[src/rtl/systolic_array_2x2_if.sv]
// rtl/systolic_array_2x2_if.sv - control, operand and observation bundle for the 2x2 systolic multiplier
interface systolic_array_2x2_if #(
    parameter int W = 8
);
    logic         start;
    logic         step;
    logic [W-1:0] a11, a12, a21, a22;
    logic [W-1:0] b11, b12, b21, b22;
    logic [W-1:0] pe11, pe12, pe21, pe22;
    logic [W-1:0] sa11, sa12, sa21, sa22;
    logic [W-1:0] ct11, ct12, ct21, ct22;
    logic [2:0]   beat;
    logic         busy;
    logic         done;

    modport master (
        output start, step,
        output a11, a12, a21, a22, b11, b12, b21, b22,
        input  pe11, pe12, pe21, pe22,
        input  sa11, sa12, sa21, sa22,
        input  ct11, ct12, ct21, ct22,
        input  beat, busy, done
    );

    modport slave (
        input  start, step,
        input  a11, a12, a21, a22, b11, b12, b21, b22,
        output pe11, pe12, pe21, pe22,
        output sa11, sa12, sa21, sa22,
        output ct11, ct12, ct21, ct22,
        output beat, busy, done
    );
endinterface

[src/rtl/systolic_array_2x2.sv]
// rtl/systolic_array_2x2.sv - output-stationary 2x2 systolic multiplier, one beat per step; SYSTOLIC_AUTO_STEP_EN enables the internal step divider
module systolic_array_2x2 #(
    parameter int W        = 8,
    parameter int STEP_DIV = 100000000
) (
    input  logic                  clock_100Mhz,
    input  logic                  reset,
    systolic_array_2x2_if.slave   bus
);
    typedef enum logic [1:0] {IDLE, RUN, DONE} state_t;

    state_t       state_q, state_d;
    logic [W-1:0] opa_q [4];
    logic [W-1:0] opa_d [4];
    logic [W-1:0] opb_q [4];
    logic [W-1:0] opb_d [4];
    logic [W-1:0] pe_q  [4];
    logic [W-1:0] pe_d  [4];
    logic [W-1:0] sa_q  [4];
    logic [W-1:0] sa_d  [4];
    logic [W-1:0] b_q   [4];
    logic [W-1:0] b_d   [4];
    logic [W-1:0] ct_q  [4];
    logic [W-1:0] ct_d  [4];
    logic [2:0]   beat_q, beat_d;
    logic         busy_q, busy_d;
    logic         done_q, done_d;
    logic         step_fire;
    logic [W-1:0] feed_a [2];
    logic [W-1:0] feed_b [2];
    logic [W-1:0] a_in, b_in;

    if (STEP_DIV < 1) begin : g_step_div_invalid
        $error("STEP_DIV must be at least 1");
    end

`ifdef SYSTOLIC_AUTO_STEP_EN
    localparam int DIV_W = (STEP_DIV > 1) ? $clog2(STEP_DIV) : 1;
    logic [DIV_W-1:0] div_q, div_d;

    // Divider only counts in RUN, so it is already clear when a new run starts.
    always_comb begin
        div_d     = '0;
        step_fire = 1'b0;
        if (state_q == RUN) begin
            if (div_q == DIV_W'(STEP_DIV - 1)) begin
                step_fire = 1'b1;
            end else begin
                div_d = div_q + 1'b1;
            end
        end
    end

    always_ff @(posedge clock_100Mhz) begin
        if (reset) div_q <= '0;
        else       div_q <= div_d;
    end
`else
    assign step_fire = bus.step;
`endif

    // Skewed edge feeds: row i lags by i beats, column j lags by j beats.
    always_comb begin
        feed_a[0] = '0;
        feed_a[1] = '0;
        feed_b[0] = '0;
        feed_b[1] = '0;
        case (beat_q)
            3'd0: begin
                feed_a[0] = opa_q[0];
                feed_b[0] = opb_q[0];
            end
            3'd1: begin
                feed_a[0] = opa_q[1];
                feed_a[1] = opa_q[2];
                feed_b[0] = opb_q[2];
                feed_b[1] = opb_q[1];
            end
            3'd2: begin
                feed_a[1] = opa_q[3];
                feed_b[1] = opb_q[3];
            end
            default: ;
        endcase
    end

    always_comb begin
        state_d = state_q;
        beat_d  = beat_q;
        busy_d  = busy_q;
        done_d  = done_q;
        a_in    = '0;
        b_in    = '0;
        for (int k = 0; k < 4; k++) begin
            opa_d[k] = opa_q[k];
            opb_d[k] = opb_q[k];
            pe_d[k]  = pe_q[k];
            sa_d[k]  = sa_q[k];
            b_d[k]   = b_q[k];
            ct_d[k]  = ct_q[k];
        end

        case (state_q)
            RUN: begin
                if (step_fire) begin
                    for (int i = 0; i < 2; i++) begin
                        for (int j = 0; j < 2; j++) begin
                            a_in = (j == 0) ? feed_a[i] : sa_q[2*i + j - 1];
                            b_in = (i == 0) ? feed_b[j] : b_q[j];
                            pe_d[2*i + j] = pe_q[2*i + j] + a_in * b_in;
                            sa_d[2*i + j] = a_in;
                            b_d[2*i + j]  = b_in;
                            if (beat_q == 3'(i + j) || beat_q == 3'(i + j + 1)) begin
                                ct_d[2*i + j] = ct_q[2*i + j] + 1'b1;
                            end
                        end
                    end
                    beat_d = beat_q + 3'd1;
                    if (beat_q == 3'd3) begin
                        state_d = DONE;
                        busy_d  = 1'b0;
                        done_d  = 1'b1;
                    end
                end
            end
            default: begin
                // Start wins over a simultaneous step; operands freeze for the run.
                if (bus.start) begin
                    opa_d   = '{bus.a11, bus.a12, bus.a21, bus.a22};
                    opb_d   = '{bus.b11, bus.b12, bus.b21, bus.b22};
                    for (int k = 0; k < 4; k++) begin
                        pe_d[k] = '0;
                        sa_d[k] = '0;
                        b_d[k]  = '0;
                        ct_d[k] = '0;
                    end
                    beat_d  = 3'd0;
                    busy_d  = 1'b1;
                    done_d  = 1'b0;
                    state_d = RUN;
                end
            end
        endcase
    end

    always_ff @(posedge clock_100Mhz) begin
        if (reset) begin
            state_q <= IDLE;
            beat_q  <= 3'd0;
            busy_q  <= 1'b0;
            done_q  <= 1'b0;
            for (int k = 0; k < 4; k++) begin
                opa_q[k] <= '0;
                opb_q[k] <= '0;
                pe_q[k]  <= '0;
                sa_q[k]  <= '0;
                b_q[k]   <= '0;
                ct_q[k]  <= '0;
            end
        end else begin
            state_q <= state_d;
            beat_q  <= beat_d;
            busy_q  <= busy_d;
            done_q  <= done_d;
            for (int k = 0; k < 4; k++) begin
                opa_q[k] <= opa_d[k];
                opb_q[k] <= opb_d[k];
                pe_q[k]  <= pe_d[k];
                sa_q[k]  <= sa_d[k];
                b_q[k]   <= b_d[k];
                ct_q[k]  <= ct_d[k];
            end
        end
    end

    assign bus.pe11 = pe_q[0];
    assign bus.pe12 = pe_q[1];
    assign bus.pe21 = pe_q[2];
    assign bus.pe22 = pe_q[3];
    assign bus.sa11 = sa_q[0];
    assign bus.sa12 = sa_q[1];
    assign bus.sa21 = sa_q[2];
    assign bus.sa22 = sa_q[3];
    assign bus.ct11 = ct_q[0];
    assign bus.ct12 = ct_q[1];
    assign bus.ct21 = ct_q[2];
    assign bus.ct22 = ct_q[3];
    assign bus.beat = beat_q;
    assign bus.busy = busy_q;
    assign bus.done = done_q;
endmodule
[src/flat_wrapper.sv]
// flat-port wrapper written by rule: the top's interface ports become plain ports
module systolic_array_2x2_flat 
#(
    parameter int W        = 8,
    parameter int STEP_DIV = 100000000
)
  (clock_100Mhz, reset, bus_start, bus_step, bus_a11, bus_a12, bus_a21, bus_a22, bus_b11, bus_b12, bus_b21, bus_b22, bus_pe11, bus_pe12, bus_pe21, bus_pe22, bus_sa11, bus_sa12, bus_sa21, bus_sa22, bus_ct11, bus_ct12, bus_ct21, bus_ct22, bus_beat, bus_busy, bus_done);
  systolic_array_2x2_if #(.W(W)) bus_i ();
  input  logic clock_100Mhz;
  input  logic reset;
  input wire logic [$bits(bus_i.start)-1:0] bus_start;
  input wire logic [$bits(bus_i.step)-1:0] bus_step;
  input wire logic [$bits(bus_i.a11)-1:0] bus_a11;
  input wire logic [$bits(bus_i.a12)-1:0] bus_a12;
  input wire logic [$bits(bus_i.a21)-1:0] bus_a21;
  input wire logic [$bits(bus_i.a22)-1:0] bus_a22;
  input wire logic [$bits(bus_i.b11)-1:0] bus_b11;
  input wire logic [$bits(bus_i.b12)-1:0] bus_b12;
  input wire logic [$bits(bus_i.b21)-1:0] bus_b21;
  input wire logic [$bits(bus_i.b22)-1:0] bus_b22;
  output wire logic [$bits(bus_i.pe11)-1:0] bus_pe11;
  output wire logic [$bits(bus_i.pe12)-1:0] bus_pe12;
  output wire logic [$bits(bus_i.pe21)-1:0] bus_pe21;
  output wire logic [$bits(bus_i.pe22)-1:0] bus_pe22;
  output wire logic [$bits(bus_i.sa11)-1:0] bus_sa11;
  output wire logic [$bits(bus_i.sa12)-1:0] bus_sa12;
  output wire logic [$bits(bus_i.sa21)-1:0] bus_sa21;
  output wire logic [$bits(bus_i.sa22)-1:0] bus_sa22;
  output wire logic [$bits(bus_i.ct11)-1:0] bus_ct11;
  output wire logic [$bits(bus_i.ct12)-1:0] bus_ct12;
  output wire logic [$bits(bus_i.ct21)-1:0] bus_ct21;
  output wire logic [$bits(bus_i.ct22)-1:0] bus_ct22;
  output wire logic [$bits(bus_i.beat)-1:0] bus_beat;
  output wire logic [$bits(bus_i.busy)-1:0] bus_busy;
  output wire logic [$bits(bus_i.done)-1:0] bus_done;
  assign bus_i.start = bus_start;
  assign bus_i.step = bus_step;
  assign bus_i.a11 = bus_a11;
  assign bus_i.a12 = bus_a12;
  assign bus_i.a21 = bus_a21;
  assign bus_i.a22 = bus_a22;
  assign bus_i.b11 = bus_b11;
  assign bus_i.b12 = bus_b12;
  assign bus_i.b21 = bus_b21;
  assign bus_i.b22 = bus_b22;
  assign bus_pe11 = bus_i.pe11;
  assign bus_pe12 = bus_i.pe12;
  assign bus_pe21 = bus_i.pe21;
  assign bus_pe22 = bus_i.pe22;
  assign bus_sa11 = bus_i.sa11;
  assign bus_sa12 = bus_i.sa12;
  assign bus_sa21 = bus_i.sa21;
  assign bus_sa22 = bus_i.sa22;
  assign bus_ct11 = bus_i.ct11;
  assign bus_ct12 = bus_i.ct12;
  assign bus_ct21 = bus_i.ct21;
  assign bus_ct22 = bus_i.ct22;
  assign bus_beat = bus_i.beat;
  assign bus_busy = bus_i.busy;
  assign bus_done = bus_i.done;
  systolic_array_2x2 #(.W(W), .STEP_DIV(STEP_DIV)) u_core (.clock_100Mhz(clock_100Mhz), .reset(reset), .bus(bus_i));
endmodule
[config.mk]
export PLATFORM = sky130hd
export DESIGN_NAME = systolic_array_2x2_flat
export DESIGN_NICKNAME = d
export VERILOG_FILES = /design/src/rtl/systolic_array_2x2_if.sv /design/src/rtl/systolic_array_2x2.sv /design/src/flat_wrapper.sv
export SDC_FILE = /design/constraint.sdc
export NUM_CORES = 1
export LEC_CHECK = 0
export ABC_AREA = 0
export CAP_MARGIN = 20
export CELL_PAD_IN_SITES_DETAIL_PLACEMENT = 1
export CELL_PAD_IN_SITES_GLOBAL_PLACEMENT = 1
export CORE_MARGIN = 4
export CORE_UTILIZATION = 42
export DETAILED_ROUTE_END_ITERATION = 8
export HOLD_SLACK_MARGIN = 0.06
export PLACE_DENSITY = 0.84
export SYNTH_ARGS = -nofsm -noshare
export SYNTH_HDL_FRONTEND = slang
export SYNTH_SLANG_ARGS = --single-unit
[constraint.sdc]
create_clock -name clock_100Mhz -period 6.2 [get_ports clock_100Mhz]
set_clock_uncertainty 0.15 [all_clocks]
set_input_delay 1.24 -clock clock_100Mhz [delete_from_list [all_inputs] [get_ports clock_100Mhz]]
set_output_delay 1.24 -clock clock_100Mhz [all_outputs]
set_load 0.01 [all_outputs]
* Word level (Yosys, flattened, before mapping) *
Memory sizes are Yosys's and may differ from the RTL's.
Cells that the tools add are included.

operators by class
  add/sub/neg operators = 9
  $mul = 4
  reductions and logical operators = 8
  equality and inequality tests = 8
  bitwise operators = 24
  mux-type cells = 66

operator list
  kind                 number
  $mux 32              16
  $mux 8               28
  $pmux 8 s2           4
  $add 8x1->8 const B  4
  $add 8x8->8          4
  $mul 8x8->8          4
  $or 1x1->1           24
  $mux 1               11
  $mux 3               3
  $mux 2               4
  $eq 3x2->1 const B   2
  $ne 2x2->1 const B   3
  $reduce_and 3->1     2
  $add 3x1->3 const B  1
  $eq 3x1->1 const B   1
  $logic_not 3->1      1
  $logic_or 1x1->1     3
  $eq 2x1->1 const B   1
  $ne 2x1->1 const B   1
  $reduce_and 2->1     1
  $reduce_bool 2->1    1

word-level totals
  word-level logic and storage cells = 129
  memories = 6
  bits in registers = 7
  bits in writable memories = 192
  output and inout bits = 101

memory list
  name          words  width  read ports  clocked after Yosys merged registers in  write ports  RTL line                  RTL
  u_core.b_q    4      8      2           0                                        4            systolic_array_2x2.sv:21  logic [W-1:0] b_q [4];
  u_core.ct_q   4      8      4           0                                        4            systolic_array_2x2.sv:23  logic [W-1:0] ct_q [4];
  u_core.opa_q  4      8      4           0                                        4            systolic_array_2x2.sv:13  logic [W-1:0] opa_q [4];
  u_core.opb_q  4      8      4           0                                        4            systolic_array_2x2.sv:15  logic [W-1:0] opb_q [4];
  u_core.pe_q   4      8      4           0                                        4            systolic_array_2x2.sv:17  logic [W-1:0] pe_q [4];
  u_core.sa_q   4      8      4           0                                        4            systolic_array_2x2.sv:19  logic [W-1:0] sa_q [4];

* Longest topological paths before layout *
Gate-level depths: netlist of run 1.

  word-level depth = 7
  gate-level depth with buffers = 23

* Worst setup path after synthesis of run 1 *
Ideal clock, no wire load.

  kind = flip-flop to flip-flop
  from = reg u_core.beat_q[0], in the netlist u_core.bus.beat[0]
  to = mem u_core.pe_q[1][7]
  cell stages (with the launch flop) = 22
  data arrival time = 4.902 ns
  path slack = 1.031 ns
  buffers on the path = 2
  data required time = 5.933 ns
  path through = dfxtp_1 > inv_1 > ha_1 > buf_4 > buf_6 > a22oi_1 > nor2_1 > nand2_1 > fa_1 > inv_1 > fa_1 > ha_1 > inv_1 > fa_1 > inv_1 > fa_1 > a21o_1 > a21oi_1 > xnor2_1 > xnor3_1 > xnor3_1 > a22o_1

RTL lines
  what                    RTL line                   RTL
  start, declared         systolic_array_2x2.sv:25   logic [2:0] beat_q, beat_d;
  start signal, assigned  systolic_array_2x2.sv:162  beat_q <= beat_d;
  end, declared           systolic_array_2x2.sv:17

==> summary.txt, run 1 <==
Layout
  – N_diodes: 0
  – Final core area utilization: 52.4%
  – Nets@finish: 1669
  – Finished Cell Area: 0.0138 mm^2
  – Cell Count, Final, Fillers Out: 1800
  – Area growth syn-to-layout: 21.5%
  – # fillers: 3119
  – Layout cells sized above 1: 5.19%

STA
  – Fin crit period: 5910 ps
  – Final period util: 95.3%
  – Final setup viols: 0
  – Max Slew Vio Count: 0
  – Sum Neg Setup Slack: 0 ps
  – Worst-margin pin slew: 1040 ps
  – Max Freq: 169 MHz
  – Fin. Hold Viols: 0
  – RSZ-0062 raised after global routing: false
  – Setup ws final: 289 ps
  – Max_slew headroom: 30.8%

Worst setup path
  – CP Cell Sequence: inv_1 -> ha_1 -> buf_4 -> a22oi_1 -> nor2_1 -> nand2_1 -> fa_1 -> inv_1 -> fa_1 -> ha_1 -> inv_1 -> fa_1 -> inv_1 -> fa_1 -> a21o_1 -> a21oi_1 -> xnor2_1 -> xnor3_1 -> xnor3_1 -> a22o_1
  – Worst path slowest cell: fa_1
  – CP max stage delay: 550 ps
  – WS Path Type: register to register
  – CP arrival: 6100 ps
  – Setup crit start kind: register
  – Element type at the critical path end: register
  – Max FO, Critical Path: 12
  – Data required, critical path: 6390 ps
  – Reg-to-reg setup timing slack: 290 ps

Clock tree
  – CTS tree: built
  – Htree depth: 4
  – Clk_lat worst skew: 440 ps
  – # hold bufs at CTS: 0
  – CTS clock-pin slew for the worst setup and hold paths: 70 ps
  – Clk sink count: 181
  – Resized Gates After CTS: 0
  – Max Root-Sink Buffers: 2
  – Clock Tree Root: clkbuf_16
  – Post-CTS setup buffers: 0
  – Cts bufs inserted: 17

Place
  – Input/output buffers: 168
  – RD Place Congestion: 0.846
  – Dpl cells: 1768
  – Post-place setup slack: 270 ps
  – Instance area at placement: 0.0132 mm^2
  – Dpl hpwl: 25300 um

Floorplan
  – Die Height: 172 um
  – Num ports: 169
  – Initial core utilization: 43.1%
  – FP Rows: 59
  – Area of the die: 0.0298 mm^2
  – CORE AREA: 0.0264 mm^2
  – Die Wd: 172 um

Synthesis
  – Sequential fraction of the synthesis area: 31.9%
  – Average size of a mapped cell: 8.53 um^2
  – Post-synth EDFFs: 0
  – Synth Instances: 1332
  – FF+latch count, synth: 181
  – FFs w/ async S/R, synth: 0%
  – Post-Syn Nets: 1549
  – Yosys warns: 0
  – Yosys cell types: 42
  – Netlist Area Pre-Place: 0.0114 mm^2
  – Ys flop type: dfxtp_1

Power and ir drop
  – Pleak: 5.81 nW
  – PD cells: 191 mW/mm^2
  – Maximum VDD drop: 0.181 mV

Global routing
  – Largest net degree at the start of global routing: 87
  – Global-route wire length before repair: 55800 um
  – Initial antenna violation count: 0
  – Grt ovf: 0
  – Vias in the first global route: 10400
  – GRT Overall Usage: 23.7%

Detailed routing
  – Final ANT Viol Nets: 0
  – Detailed Route WL: 34700 um
  – Wire length per cell: 19.3 um
  – Vias/cell: 5.34
  – Residual DRC: 0
  – DR iter-0 viols: 656
  – First-pass DRT Iterations: 5
  – Vias: 9608

Job
  – Max-cap violations: 0

Worst hold path
  – Worst Hold Class: register to register

Status
  – Outcome: completed
## cell usage after synthesis (12+ instances only)
| cell type | instances | area (um^2) |
|---|---|---|
| inv_1 | 150 | 563 |
| dfxtp_1 | 181 | 3620 |
| ha_1 | 77 | 963 |
| clkbuf_1 | 48 | 180 |
| xnor2_1 | 45 | 394 |
| a22oi_2 | 12 | 150 |
| xor2_1 | 25 | 219 |
| a22oi_1 | 92 | 691 |
| nor3_1 | 19 | 95.1 |
| fa_1 | 72 | 1440 |
| and2_1 | 37 | 231 |
| nand2_1 | 239 | 897 |
| nor2_1 | 134 | 503 |
| a21oi_1 | 90 | 450 |
## critical path, delay by kind of cell (launching register included)
kind                     cells  cell delay (ps)
flip-flops                   1              360
AND/OR/NAND/NOR              2              510
AO/OA/AOI/OAI                4              800
XOR/XNOR                     3              740
buffers and inverters        5              590
adder cells (fa/ha/maj)      6             2660
## power by group
part / switching, mW / internal, mW / total [mW]
Clock: 0.544 / 0.617 / 1.16
Sequential: 0.0257 / 1.19 / 1.22
Combinational: 0.165 / 0.0975 / 0.262
Total: 0.734 / 1.91 / 2.64
## routing by layer
metal	up-vias	routed length (um)	GRT usage (%)	part of all wire, %
met4	0	860	7.18	2.5
met1	4807	15000	30.4	43
met5	-	0	0	0
li1	4529	-	-	-
met3	60	1530	4.23	4.4
met2	212	17300	40.7	50
## sequential cells by signal (all words and copies together), names as in the netlist
| name | flops |
|---|---|
| u_core.opa_q | 32 |
| u_core.state_q | 2 |
| u_core.b_q | 16 |
| u_core.sa_q | 32 |
| u_core.bus.beat | 3 |
| u_core.pe_q | 32 |
| u_core.opb_q | 32 |
| u_core.ct_q | 32 |
## path summary, 6_finish.rpt
| kind | startpoint | end | depth (start not counted) |
|---|---|---|---|
| hold reg to reg | u_core.opb_q[0][23]$_SDFFE_PP0P_ | u_core.opb_q[0][23]$_SDFFE_PP0P_ | 2 |
| setup reg to reg | u_core.bus.beat[0]$_SDFFE_PP0P_ | u_core.pe_q[2][7]$_SDFFE_PP0P_ | 20 |
| setup / recovery | u_core.bus.beat[0]$_SDFFE_PP0P_ | u_core.pe_q[2][7]$_SDFFE_PP0P_ | 20 |
| hold / removal | u_core.opb_q[0][23]$_SDFFE_PP0P_ | u_core.opb_q[0][23]$_SDFFE_PP0P_ | 2 |
## final cells by class
type	instances	area, um^2	share of cell area (%)
Multi-Input combinational cell	925	6840	49.5
Tap cell	335	419	3.03
Inverter	151	567	4.10
Clock buffer	18	429	3.11
Timing Repair Buffer	176	1750	12.7
Clock inverter	14	184	1.33
Sequential cell	181	3620	26.2
## through the flow
stage | hold slack (ps) | total power, mW
2_1_floorplan | 286 | 1.39
6_report | 309 | 2.64
3_5_place_dp | 300 | 1.50
3_3_place_gp | 294 | 1.49
4_1_cts | 313 | 2.66
5_1_grt | 335 | 2.74
## placed cells by master (no fill, tap or decap), types with 4 or more instances in the layout
cell | synthesis | routed
nor3_2 | 5 | 5
nand2_1 | 239 | 238
nor2_1 | 134 | 134
xor2_1 | 25 | 25
nor3_1 | 19 | 19
xnor2_1 | 45 | 45
a22oi_2 | 12 | 12
o21ai_0 | 6 | 6
buf_4 | 2 | 8
nand4_1 | 8 | 8
clkbuf_16 | 0 | 17
nand3_1 | 9 | 9
xnor3_1 | 11 | 11
a21o_1 | 8 | 8
and3_1 | 7 | 7
nor2_2 | 5 | 4
a21oi_1 | 90 | 90
and2_1 | 37 | 35
inv_1 | 150 | 150
ha_1 | 77 | 75
fa_1 | 72 | 72
a22oi_1 | 92 | 92
inv_8 | 0 | 5
dfxtp_1 | 181 | 180
clkdlybuf4s50_1 | 0 | 167
## cell families (layout without fill, tap and decap cells)
kind of cell	Yosys count	count (layout)	share of synthesized area [%]
and+or+nand+nor	475	475	18.0
buffers and inverters	226	359	8.20
DFF	181	181	31.9
xor gates and xnor gates	82	82	7.72
AOI/OAI and AO/OA	214	214	12.6
muxes	5	5	0.451
adders and majority gates	149	149	21.2
(Power assumes the default switching activity.)
==> inputs of run 2 (changes only) <==
--- a/config.mk
+++ b/config.mk
@@ -14,6 +14,7 @@
 export DETAILED_ROUTE_END_ITERATION = 8
 export HOLD_SLACK_MARGIN = 0.06
 export PLACE_DENSITY = 0.84
+export SLEW_MARGIN = 15
 export SYNTH_ARGS = -nofsm -noshare
 export SYNTH_HDL_FRONTEND = slang
 export SYNTH_SLANG_ARGS = --single-unit
==> run 2 against run 1 <==
Net effect: non-clock buffer count rose by 1; largest cell class unchanged; maximum frequency fell by 0.43%; highest routed layer unchanged; worst hold slack improved by 1.3 ps.
==> summary.txt, run 2 (synthesis gave the netlist of run 1 again) <==
Status
  – Outcome: completed

Floorplan
  – Die Wd: 172 um (unchanged)
  – Area of the die: 0.0298 mm^2 (unchanged)
  – Die Height: 172 um (unchanged)
  – Initial core utilization: 43.1% (unchanged)
  – CORE AREA: 0.0264 mm^2 (unchanged)
  – FP Rows: 59 (unchanged)
  – Num ports: 169 (unchanged)

Layout
  – Layout cells sized above 1: 5.32% (+0.13 points)
  – N_diodes: 0 (unchanged)
  – Cell Count, Final, Fillers Out: 1801 (+0.056%)
  – Most frequent cells in the layout: 238 x nand2_1, 180 x dfxtp_1, 167 x clkdlybuf4s50_1, 150 x inv_1, 132 x nor2_1
  – # fillers: 3102 (-0.55%)
  – Most common cell after layout, fill and taps aside: nand2_1
  – Area growth syn-to-layout: 21.1%
  – Nets@finish: 1670 (+0.060%)

STA
  – Max_slew headroom: 32.7% (+1.9 points)
  – Sum Neg Setup Slack: 0 ps (unchanged)
  – RSZ-0062 raised after global routing: false
  – Final period util: 95.7% (+0.42 points)
  – Max Slew Vio Count: 0 (unchanged)
  – Max Freq: 168 MHz (-0.43%)
  – Final setup viols: 0 (unchanged)
  – Fin. Hold Viols: 0 (unchanged)
  – Fin crit period: 5940 ps (+25.8 ps)
  – Worst-margin pin slew: 1010 ps (-28.3 ps)

Place
  – Dpl hpwl: 25400 um (+0.58%)
  – Input/output buffers: 168 (unchanged)
  – RD Place Congestion: 0.846 (unchanged)
  – Dpl cells: 1768 (unchanged)

Global routing
  – Vias in the first global route: 10500 (+0.75%)
  – Largest net degree at the start of global routing: 87 (unchanged)
  – Initial antenna violation count: 0 (unchanged)
  – Global-route wire length before repair: 56200 um (+0.77%)
  – GRT Overall Usage: 23.8% (+0.17 points)
  – Grt ovf: 0 (unchanged)

Worst setup path
  – Max FO, Critical Path: 12 (unchanged)
  – CP arrival: 6120 ps (+20 ps)
  – Reg2reg start: u_core.bus.beat[0]$_SDFFE_PP0P_
  – WS Path Type: register to register
  – Data required, critical path: 6380 ps (about the same)
  – Element type at the critical path end: register
  – Setup crit start kind: register
  – Setup crit start: u_core.bus.beat[0]$_SDFFE_PP0P_

Detailed routing
  – Vias: 9658 (+0.52%)
  – First-pass DRT Iterations: 5 (unchanged)
  – DR iter-0 viols: 571 (-13%)
  – Final ANT Viol Nets: 0 (unchanged)
  – Residual DRC: 0 (unchanged)
  – Vias/cell: 5.36 (+0.46%)
  – Detailed Route WL: 34800 um (+0.28%)
  – Wire length per cell: 19.3 um (+0.23%)

Worst hold path
  – Beginning of the worst hold path: u_core.opb_q[0][11]$_SDFFE_PP0P_
  – Worst Hold Class: register to register

Clock tree
  – Clock Tree Root: clkbuf_16
  – Post-CTS setup buffers: 0 (unchanged)
  – Clk_lat worst skew: 440 ps (about the same)
  – CTS tree: built
  – Clk sink count: 181 (unchanged)
  – CTS clock-pin slew for the worst setup and hold paths: 70 ps (about the same)
  – Max Root-Sink Buffers: 2 (unchanged)
  – Cts bufs inserted: 17 (unchanged)
  – Htree depth: 4 (unchanged)

Power and ir drop
  – Pleak: 5.79 nW (-0.38%)
  – PD cells: 184 mW/mm^2 (-3.8%)
  – Maximum VDD drop: 0.139 mV (-23%)

Job
  – Max-cap violations: 0 (unchanged)
run 2: changes by cell type in the layout (fill, tap and decap cells not counted), moves of 2 or more:
| cell | change |
|---|---|
| inv_8 | -4 |
| clkinv_2 | +3 |
| inv_6 | +3 |
| nor2_2 | +3 |
| bufinv_16 | -2 |
| nor2_1 | -2 |
run 2: path summary, 6_finish.rpt:
kind | to | slack, ps | cells past startpoint
worst max register to register | u_core.pe_q[1][7]$_SDFFE_PP0P_ | 260 | 20
worst min-delay path | u_core.opb_q[0][11]$_SDFFE_PP0P_ | 310 | 2
worst min register to register | u_core.opb_q[0][11]$_SDFFE_PP0P_ | 310 | 2
worst max-delay path | u_core.pe_q[1][7]$_SDFFE_PP0P_ | 260 | 20
run 2: metal layers:
layer / track usage [%] / routed length (um) / share of wire [%]
met3: 3.70 / 1460 / 4.2
met4: 8.58 / 1000 / 2.9
met2: 40.6 / 17200 / 49
met1: 30.7 / 15100 / 43
met5: 0 / 0 / 0
run 2: critical path: stages (launching register included):
cell and delay [ps]:
dfxtp_1 360, inv_1 120, ha_1 340, buf_4 250
a22oi_1 140, nor2_2 400, nand2_1 140, fa_1 500
inv_1 50, fa_1 450, ha_1 300, inv_1 60
fa_1 530, inv_1 70, fa_1 460, a21o_1 190
a21oi_1 290, xnor2_1 200, xnor3_1 440, xnor3_1 180
a22o_1 200
run 2: what timing repair did:
item / in CTS / in global routing
endpoints found under the setup margin: 0 / 2
hold buffers: 0 / 0
resized for setup: 0 / 3
run 2: power breakdown:
group | internal (mW) | total (mW) | switching [mW]
registers | 1.19 | 1.22 | 0.0250
logic | 0.0993 | 0.265 | 0.166
clock network | 0.526 | 1.05 | 0.524
run 2: cell type report:
type | instances | area (um^2) | area share (%)
clock buffer | 18 | 429 | 3.12
multi-input combinational | 925 | 6830 | 49.6
clock inverter | 14 | 119 | 0.864
inverter | 151 | 567 | 4.12
sequential | 181 | 3620 | 26.3
tap | 335 | 419 | 3.05
timing repair buffer | 177 | 1770 | 12.9
run 2: through the flow:
step	total power, mW	hold WS [ps]	util (%)	setup WS (ps)	cell area [um^2]
2_1_floorplan	1.39	286	-	1030	11400
3_3_place_gp	1.49	294	50.0	593	13200
3_5_place_dp	1.50	300	50.0	274	13200
4_1_cts	2.54	311	52.1	248	13700
5_1_grt	2.63	334	52.2	7.54	13800
6_report	2.53	310	52.2	264	13800
